===== src/rtl/mem_access_unit.sv =====
// Data-memory access stage: alignment check, store lane encoding, bus handshake
// with timeout abort, and LL/SC link tracking for a single outstanding access.
module mem_access_unit #(
   parameter int unsigned BUS_TIMEOUT = 255
) (
   input  logic        clk,
   input  logic        rst,
   input  logic        req_valid,
   input  logic        req_we,
   input  logic [1:0]  req_size,
   input  logic [31:0] req_addr,
   input  logic [31:0] req_wdata,
   input  logic        req_ll,
   input  logic        req_sc,
   input  logic        ll_clear,
   output logic        stall,
   output logic        resp_valid,
   output logic [31:0] resp_rdata,
   output logic [1:0]  resp_byte_offset,
   output logic        resp_sc_ok,
   output logic        addr_err,
   output logic        bus_err,
   output logic        bus_req,
   output logic        bus_we,
   output logic [31:0] bus_addr,
   output logic [3:0]  bus_wstrb,
   output logic [31:0] bus_wdata,
   input  logic        bus_gnt,
   input  logic        bus_rvalid,
   input  logic [31:0] bus_rdata
);
   localparam int unsigned TW = (BUS_TIMEOUT > 1) ? $clog2(BUS_TIMEOUT) : 1;

   typedef enum logic [1:0] {IDLE, REQ, WAIT, DONE} state_t;

   state_t        state_reg, state_next;
   logic [TW-1:0] tmo_cnt_reg;
   logic          link_reg;
   logic [29:0]   link_addr_reg;
   logic          lat_ll_reg, lat_sc_reg;
   logic [1:0]    lat_offset_reg;
   logic          bus_req_reg, bus_we_reg;
   logic [31:0]   bus_addr_reg, bus_wdata_reg;
   logic [3:0]    bus_wstrb_reg;
   logic [31:0]   resp_rdata_reg;
   logic [1:0]    resp_offset_reg;
   logic          resp_sc_ok_reg, bus_err_reg;

   // Decoded view of the incoming request; LL/SC are forced to word accesses
   logic          is_sc_in, is_ll_in, we_in, misaligned, link_hit, tmo_last;
   logic [1:0]    size_in;
   logic [3:0]    wstrb_in;
   logic [31:0]   wdata_in;
   logic          stall_c, addr_err_c;
   logic          accept, sc_fail, complete, timeout;

   assign is_sc_in = req_sc;
   assign is_ll_in = req_ll & ~req_sc;
   assign size_in  = (req_ll | req_sc) ? 2'b10 : req_size;
   assign we_in    = req_sc | (req_we & ~req_ll);
   assign link_hit = link_reg && (link_addr_reg == req_addr[31:2]);
   assign tmo_last = (tmo_cnt_reg == TW'(BUS_TIMEOUT - 1));

   always_comb begin
      misaligned = 1'b0;
      wstrb_in   = 4'b0000;
      wdata_in   = 32'h0;
      case (size_in)
         2'b00: begin
            misaligned = 1'b0;
            wstrb_in   = 4'b0001 << req_addr[1:0];
            wdata_in   = {4{req_wdata[7:0]}};
         end
         2'b01: begin
            misaligned = req_addr[0];
            wstrb_in   = req_addr[1] ? 4'b1100 : 4'b0011;
            wdata_in   = {2{req_wdata[15:0]}};
         end
         default: begin
            misaligned = |req_addr[1:0];
            wstrb_in   = 4'b1111;
            wdata_in   = req_wdata;
         end
      endcase
      if (!we_in) begin
         wstrb_in = 4'b0000;
         wdata_in = 32'h0;
      end
   end

   always_comb begin
      state_next = state_reg;
      stall_c    = 1'b0;
      addr_err_c = 1'b0;
      accept     = 1'b0;
      sc_fail    = 1'b0;
      complete   = 1'b0;
      timeout    = 1'b0;
      case (state_reg)
         IDLE: begin
            if (req_valid) begin
               if (misaligned) begin
                  addr_err_c = 1'b1;
               end else if (is_sc_in && !link_hit) begin
                  sc_fail    = 1'b1;
                  stall_c    = 1'b1;
                  state_next = DONE;
               end else begin
                  accept     = 1'b1;
                  stall_c    = 1'b1;
                  state_next = REQ;
               end
            end
         end
         REQ: begin
            stall_c = 1'b1;
            if (bus_gnt && bus_rvalid) begin
               complete   = 1'b1;
               state_next = DONE;
            end else if (tmo_last) begin
               timeout    = 1'b1;
               state_next = DONE;
            end else if (bus_gnt) begin
               state_next = WAIT;
            end
         end
         WAIT: begin
            stall_c = 1'b1;
            if (bus_rvalid) begin
               complete   = 1'b1;
               state_next = DONE;
            end else if (tmo_last) begin
               timeout    = 1'b1;
               state_next = DONE;
            end
         end
         default: state_next = IDLE;
      endcase
   end

   always_ff @(posedge clk) begin
      if (rst) begin
         state_reg       <= IDLE;
         tmo_cnt_reg     <= '0;
         link_reg        <= 1'b0;
         link_addr_reg   <= '0;
         lat_ll_reg      <= 1'b0;
         lat_sc_reg      <= 1'b0;
         lat_offset_reg  <= 2'b00;
         bus_req_reg     <= 1'b0;
         bus_we_reg      <= 1'b0;
         bus_addr_reg    <= '0;
         bus_wstrb_reg   <= '0;
         bus_wdata_reg   <= '0;
         resp_rdata_reg  <= '0;
         resp_offset_reg <= 2'b00;
         resp_sc_ok_reg  <= 1'b0;
         bus_err_reg     <= 1'b0;
      end else begin
         state_reg   <= state_next;
         bus_req_reg <= (state_next == REQ);
         if (accept) begin
            lat_ll_reg     <= is_ll_in;
            lat_sc_reg     <= is_sc_in;
            lat_offset_reg <= req_addr[1:0];
            bus_we_reg     <= we_in;
            bus_addr_reg   <= {req_addr[31:2], 2'b00};
            bus_wstrb_reg  <= wstrb_in;
            bus_wdata_reg  <= wdata_in;
            tmo_cnt_reg    <= '0;
         end else if (state_reg == REQ || state_reg == WAIT) begin
            tmo_cnt_reg <= tmo_cnt_reg + TW'(1);
         end
         if (sc_fail) begin
            resp_rdata_reg  <= '0;
            resp_offset_reg <= req_addr[1:0];
            resp_sc_ok_reg  <= 1'b0;
            bus_err_reg     <= 1'b0;
         end else if (complete) begin
            resp_rdata_reg  <= bus_we_reg ? 32'h0 : bus_rdata;
            resp_offset_reg <= lat_offset_reg;
            resp_sc_ok_reg  <= lat_sc_reg;
            bus_err_reg     <= 1'b0;
         end else if (timeout) begin
            resp_rdata_reg  <= '0;
            resp_offset_reg <= lat_offset_reg;
            resp_sc_ok_reg  <= 1'b0;
            bus_err_reg     <= 1'b1;
         end
         // Exception-return clear beats a coincident LL completion
         if (ll_clear) begin
            link_reg <= 1'b0;
         end else if (complete && lat_ll_reg) begin
            link_reg      <= 1'b1;
            link_addr_reg <= bus_addr_reg[31:2];
         end else if ((complete && lat_sc_reg) || sc_fail) begin
            link_reg <= 1'b0;
         end
      end
   end

   assign stall            = stall_c & ~rst;
   assign addr_err         = addr_err_c & ~rst;
   assign resp_valid       = (state_reg == DONE);
   assign resp_rdata       = resp_rdata_reg;
   assign resp_byte_offset = resp_offset_reg;
   assign resp_sc_ok       = resp_sc_ok_reg & (state_reg == DONE);
   assign bus_err          = bus_err_reg & (state_reg == DONE);
   assign bus_req          = bus_req_reg;
   assign bus_we           = bus_we_reg;
   assign bus_addr         = bus_addr_reg;
   assign bus_wstrb        = bus_wstrb_reg;
   assign bus_wdata        = bus_wdata_reg;
endmodule


===== config.mk =====
export PLATFORM = sky130hd
export DESIGN_NAME = mem_access_unit
export DESIGN_NICKNAME = d
export VERILOG_FILES = /design/src/rtl/mem_access_unit.sv
export SDC_FILE = /design/constraint.sdc
export NUM_CORES = 1
export LEC_CHECK = 0
export ABC_CLOCK_PERIOD_IN_PS = 2700
export CAP_MARGIN = 20
export CORE_MARGIN = 3
export CORE_UTILIZATION = 42
export CTS_BUF_LIST = sky130_fd_sc_hd__clkbuf_16
export DETAILED_ROUTE_END_ITERATION = 6
export PLACE_DENSITY = 0.75
export REMOVE_ABC_BUFFERS = 1
export SYNTH_ARGS = -nofsm -noshare
export SYNTH_HDL_FRONTEND = slang
export SYNTH_SLANG_ARGS = --single-unit

===== constraint.sdc =====
create_clock -name clk -period 2.7 [get_ports clk]
set_input_delay 0.54 -clock clk [delete_from_list [all_inputs] [get_ports clk]]
set_output_delay 0.54 -clock clk [all_outputs]
set_load 0.05 [all_outputs]

==> results of run 1 <==
[power breakdown]
part	switching, mW	leakage, nW	internal, mW
registers	0.0609	1.20	2.28
logic	0.749	1.96	0.526
clock network	0.926	0.291	1.53
total	1.74	3.45	4.34
[final cells by class]
class / instances / share of cell area, %
Tap cell: 211 / 2.62
Clock buffer: 17 / 4.22
Clock inverter: 15 / 1.88
Timing Repair Buffer: 273 / 26.9
Multi-Input combinational cell: 570 / 34.5
Sequential cell: 149 / 29.6
Inverter: 7 / 0.261
[critical path: cells and delay by family]
family                 cells  cell delay, ns
AO/OA/AOI/OAI              1            0.31
buffers and inverters      3            0.54
AND/OR/NAND/NOR            3            0.73
[metrics by stage]
stage               instances  total power, mW  area (um^2)  utilization [%]  TNS, ns
global route             1242             6.30        10100             65.6  -0.0163
detailed placement       1206             3.63         9360             60.9   -37.79
CTS                      1239             6.10         9990             65.0  -0.0678
global placement         1206             3.62         9360             60.9   -36.41
finish                   1242             6.08        10100             65.6        0
floorplan                 724             3.01         6350                -  -208.26
[cell families after synthesis]
| group | count (synthesis) | synth area share [%] |
|---|---|---|
| fa+ha+maj | 6 | 1.13 |
| xor+xnor | 37 | 4.86 |
| mux | 26 | 3.91 |
| other cells | 1 | 0.0563 |
| flops | 149 | 44.8 |
| compound gates | 237 | 20.2 |
| buf+inv | 79 | 5.20 |
| simple gates | 260 | 19.9 |
[worst max path at each step]
| stage | from | endpoint | cells after the start |
|---|---|---|---|
| 4_1_cts | req_ll | stall | 8 |
| 2_1_floorplan | req_sc | stall | 4 |
| 3_3_place_gp | req_addr[7] | tmo_cnt_reg[1]$_SDFFE_PP0N_ | 10 |
| 6_report | req_sc | stall | 7 |
| 3_5_place_dp | req_addr[7] | tmo_cnt_reg[1]$_SDFFE_PP0N_ | 10 |
| 5_1_grt | req_sc | stall | 8 |
[metal layers]
| layer | wire [um] | share of wire (%) |
|---|---|---|
| met1 | 9140 | 43 |
| met2 | 10400 | 49 |
| met3 | 1370 | 6.4 |
| met4 | 359 | 1.7 |
| met5 | 0 | 0 |
[cells in the final DEF, fill, tap and decap left out, types with 3 or more instances in the layout]
| cell type | count |
|---|---|
| nor2_2 | 3 |
| nor2_1 | 18 |
| nor3_1 | 44 |
| ha_1 | 5 |
| nand2_1 | 79 |
| a31oi_1 | 10 |
| clkinvlp_4 | 4 |
| buf_12 | 10 |
| clkdlybuf4s50_1 | 205 |
| a21oi_1 | 104 |
| inv_1 | 8 |
| xnor2_1 | 31 |
| nor4_1 | 3 |
| buf_4 | 53 |
| nor3b_1 | 9 |
| nand3_1 | 46 |
| clkbuf_16 | 17 |
| mux2i_1 | 26 |
| dfxtp_1 | 149 |
| xor2_1 | 4 |
| and2_1 | 3 |
| a22oi_1 | 33 |
| or4_1 | 24 |
| nand4_1 | 17 |
| bufinv_16 | 4 |
| o211ai_1 | 8 |
| nor3_2 | 3 |
| dlymetal6s2s_1 | 4 |
| o21ai_0 | 66 |
[timing repair]
action	4_1_cts	5_1_grt
endpoints found under the setup margin	28	47
buffers inserted	0	2
resized for setup	4	13
endpoints found under the hold margin	0	0
gates cloned	1	1
pin swaps	1	5
==> results.md, run 1 <==
* Clk_lat worst skew at 0.42 ns
* R2R depth at 7
* Ys async rst share at 0%
* Synth area leader: dfxtp_1
* H-tree depth at 4
* Flop2flop setup slack at 0.32 ns
* CP Capture Type: output pin
* Min-delay src: bus_addr[13]$_SDFFE_PP0P_
* Worst min path class: reg2reg
* Most instantiated cells after synthesis: dfxtp_1 (149), a21oi_1 (106), nand2_1 (79)
* Crit path launch type: input port
* RSZ-0062 raised after global routing: yes
* Final Skew at 0.00909 ns
* Critical-path cell list: clkdlybuf4s15_1 > or3_4 > a221oi_4 > nor2_2 > nor3_2 > buf_4 > buf_12
* Grt met1 use at 30.4%
* Total Routed Length at 21.3 mm
* Max-capacitance violation count at 0
* Critical R2R Launch: link_addr_reg[5]$_SDFFE_PP0P_
* Reg clk slew, reported paths at 0.06 ns
* Fmax at 0.376 GHz
* Total grt overflow at 0
* Predominant post-synthesis flop cell: dfxtp_1
* Worst vdd ir at 0.457 mV
* Nets@finish at 1131
* Final hold slack at 0.467 ns
* Core area at 0.0154 mm^2
* Antenna diode count at 0
* Tmin final at 2.66 ns
* Vias in the first global route at 6590
* Post-CTS Hold Buffers at 0
* Final hold viol count at 0
* Fraction of layout cells with a size suffix above 1 at 11.0%
* Worst slack, placed at -0.604 ns
* DR WL/cell at 17.1 um
* CTS tree: yes
* Grt met3 use at 5.23%
* Static leakage at 3.45 nW
* FF/Latch Area at 0.00298 mm^2
* Crit path kind: in2out
* Post-DP HPWL at 14.4 mm
* #FFs+latches synth at 149
* Syn-to-layout area delta at 51.2%
* Syn Area/Cell at 8.38 um^2
* WHS Path Cells at 2
* Cells after Synth at 795
* Final Setup Violations at 0
* Slowest cell on crit path: or3_4
* TritonRoute pass-1 iters at 5
* Die ar. at 0.0174 mm^2
* Clock sinks at 149
* M2 GR Usage at 39.4%
* Largest net degree at the start of global routing at 60
* DRC viols at 0
* Count of different cell masters after synthesis at 46
* Worst-Margin Slew at 0.944 ns
* Worst Path Required at 2.16 ns
* IO Pins at 216
* CTS Buf Count at 17
* Worst r2r dst: bus_wdata[12]$_SDFFE_PP0P_
* Final ANT Viol Nets at 0
* Initial antenna violation count at 0
* GR peak layer: met2
* Die width at 132 um
* Synth area leaders: dfxtp_1 (45%), a21oi_1 (8.0%), o21ai_0 (5.0%)
* Final period util at 98.6%
* Worst Hold Endpoint: link_addr_reg[11]$_SDFFE_PP0P_
* Synth Warn # at 0
* Rows at 45
* Slew Limit Headroom at 36.6%
* GRT Overall Usage at 23.5%
* CP arrival at 2.12 ns
* First-pass GRT wire length at 33.9 mm
* Vias per Instance at 5.52
* Crit-path max cell delay at 0.45 ns
* First-iteration detailed-routing DRC count at 550
* GPL Wtd Cong at 0.855
* Synthesized area at 0.00666 mm^2
* Vias at 6858
* Initial cell density of the core at 43.3%
* Clock Path Buffers at 2
* Root buffer cell: clkbuf_16
* Power per cell area at 603 mW/mm^2
* Synth top area share at 44.8%
* Run status: complete, no violations
* Cell with the most instances after synthesis: dfxtp_1
* Die span in y at 132 um
* Area of the multi-input gates at 0.00348 mm^2
* Seq/Total Area, Yosys at 44.8%
* Worst setup margin at 0.0373 ns
* Number of enable flip-flop cells after synthesis at 0
* Pins Over Slew Limit at 0
* PortBufs at 213
* Fillers at 1307
* CP Max Fanout at 4
Power figures use the tool's default switching activity.
==> run 2: changes to the inputs <==
- CAP_MARGIN: 20 -> not set
==> results of run 2 <==
Final layout, timing and power as in run 1 (identical DEF).
==> run 3: changes to the inputs <==
- ABC_CLOCK_PERIOD_IN_PS: 2700 -> 3300
- CELL_PAD_IN_SITES_DETAIL_PLACEMENT: not set -> 0
- CELL_PAD_IN_SITES_GLOBAL_PLACEMENT: not set -> 1
- CORE_UTILIZATION: 42 -> 49
- DONT_BUFFER_PORTS: not set -> 1
- PLACE_DENSITY: 0.75 -> 0.82
- clock period: 2.7 -> 3.3 ns (I/O delays scaled with it)
==> results.md, run 3 (synthesis results as in run 1) <==
* Non-Filler Instances at 946 (-24%)
* Final hold slack at 0.310 ns (-0.157 ns)
* CP Max Fanout at 6 (+2)
* DRC viols at 0 (unchanged)
* Vias in the first global route at 5450 (-17%)
* Worst vdd ir at 0.437 mV (-4.4%)
* Initial antenna violation count at 0 (unchanged)
* Total power at 4.34 mW (-29%)
* Switching fraction of total power at 29.6% (+1.1 points)
* Final period util at 83.7%
* Most frequent cells in the layout: dfxtp_1 (149), a21oi_1 (104), nand2_1 (79)
* RSZ-0062 raised after global routing: no
* Placed instance area at 0.00677 mm^2 (-28%)
* Post-DP HPWL at 11.9 mm (-17%)
* Reg power frac at 48.3% (+9.7 points)
* Final Setup Violations at 0 (unchanged)
* Nets@finish at 874 (-23%)
* Core area at 0.0130 mm^2 (-16%)
* GRT Overall Usage at 22.9% (-0.58 points)
* Total Routed Length at 17.9 mm (-16%)
* Combinational power share at 11.1% (-9.9 points)
* Clk_lat worst skew at 0.41 ns (about the same)
* Reg clk slew, reported paths at 0.06 ns (about the same)
* Power per cell area at 594 mW/mm^2 (-1.5%)
* Syn-to-layout area delta at 9.75%
* Final Skew at 0.00645 ns (-0.00264 ns)
* Crit path kind: in2out
* Largest net degree at the start of global routing at 155 (+160%)
* Fin area at 0.00731 mm^2 (-27%)
* Max-capacitance violation count at 0 (unchanged)
* Die ar. at 0.0150 mm^2 (-14%)
* Post-CTS Hold Buffers at 0 (unchanged)
* Clock power frac at 40.7% (+0.2 points)
* Pins Over Slew Limit at 0 (unchanged)
* H-tree depth at 4 (unchanged)
* Fmax at 0.362 GHz
* DP Cell Count at 914 (-24%)
* Run status: complete, no violations
* Flop2flop setup slack at 0.79 ns (+0.47 ns)
* Worst-Margin Slew at 1.02 ns (+0.0761 ns)
* Internal power at 3.06 mW (-30%)
* Worst min path class: in2reg
* Setup_tns at 0 ns (unchanged)
* Fraction of layout cells with a size suffix above 1 at 7.24% (-3.7 points)
* Die span in y at 123 um (-7.1%)
* Root buffer cell: clkbuf_16
* Slowest cell on crit path: nor3_1
* CP Capture Type: output pin
* Final ANT Viol Nets at 0 (unchanged)
* Die width at 123 um (-7.1%)
* Slew Limit Headroom at 31.5% (-5.1 points)
* Vias at 5805 (-15%)
* GPL Wtd Cong at 0.803 (-6.1%)
* Rows at 41 (-8.9%)
* PortBufs at 0 (-100%)
* Worst Path Required at 2.64 ns (+0.48 ns)
* Clock sinks at 149 (unchanged)
* CP arrival at 2.10 ns (-0.02 ns)
* Antenna diode count at 0 (unchanged)
* CTS Buf Count at 17 (unchanged)
* Static leakage at 2.31 nW (-33%)
* Crit-path max cell delay at 0.46 ns (about the same)
* TritonRoute pass-1 iters at 4 (-1)
* Crit path launch type: input port
* IO Pins at 216 (unchanged)
* First-iteration detailed-routing DRC count at 357 (-35%)
* Vias per Instance at 6.14 (+11%)
* Switch Pwr at 1.29 mW (-26%)
* Critical-path cell list: nor3_1 > nand2b_1 > a221oi_4 > nor2_1 > nor3_2 > buf_4
* DR WL/cell at 19.0 um (+11%)
* Commonest non-fill, non-tap cell in the layout: dfxtp_1
* First-pass GRT wire length at 27.7 mm (-18%)
* Total grt overflow at 0 (unchanged)
* Initial cell density of the core at 51.3% (+8.0 points)
* Clock Path Buffers at 2 (unchanged)
* Post_cts resized at 0 (-4)
* Tmin final at 2.76 ns
* Final hold viol count at 0 (unchanged)
* CTS tree: yes
* Post-CTS Setup Inserts at 0 (unchanged)
[run 3: cell count changes in the layout (fill, tap and decap cells not counted), moves of 3 or more]
cell,delta
buf_12,-9
clkdlybuf4s50_1,-205
clkinv_1,+3
dlymetal6s2s_1,-4
buf_4,-36
bufinv_16,-3
[run 3: layout make-up]
type                       instances  area (um^2)
timing repair buffer              18          148
sequential                       149         2980
clock buffer                      17          425
inverter                           7         26.3
fill                            1223         5670
clock inverter                    15          116
tap                              172          215
multi-input combinational        568         3400
[run 3: worst max-delay path: cells and delay by family]
family                 cells  cell delay [ns]
AOI/OAI and AO/OA          1             0.29
buffers and inverters      1             0.22
and+or+nand+nor            4             0.93
[run 3: path summary, 6_finish.rpt]
kind / end / from / cells past startpoint
worst max-delay path: stall / req_sc / 6
worst max register to register: bus_wdata[10]$_SDFFE_PP0P_ / link_addr_reg[23]$_SDFFE_PP0P_ / 8
worst min register to register: link_addr_reg[14]$_SDFFE_PP0P_ / link_addr_reg[14]$_SDFFE_PP0P_ / 2
worst min-delay path: link_addr_reg[23]$_SDFFE_PP0P_ / rst / 1
[run 3: metrics by stage]
step	setup WS (ns)	utilization, %
2_1_floorplan	-3.19	-
3_3_place_gp	0.467	52.2
3_5_place_dp	0.403	52.2
4_1_cts	0.532	56.3
5_1_grt	0.354	56.3
6_report	0.538	56.3
[run 3: per-layer routing]
| metal | vias up | routed length (um) | global-route usage (%) |
|---|---|---|---|
| met5 | - | 0 | 0 |
| met4 | 0 | 289 | 7.35 |
| met3 | 21 | 1660 | 7.56 |
| met2 | 226 | 8670 | 37.7 |
| met1 | 2743 | 7320 | 28.5 |
| li1 | 2815 | - | - |
[run 3: power by group through the flow]
stage          clock [mW]  sequential [mW]  combinational (mW)
2_1_floorplan           0             2.12               0.345
3_3_place_gp            0             2.14               0.459
3_5_place_dp            0             2.14               0.479
4_1_cts              1.80             2.10               0.482
5_1_grt              1.88             2.11               0.539
6_report             1.77             2.10               0.481
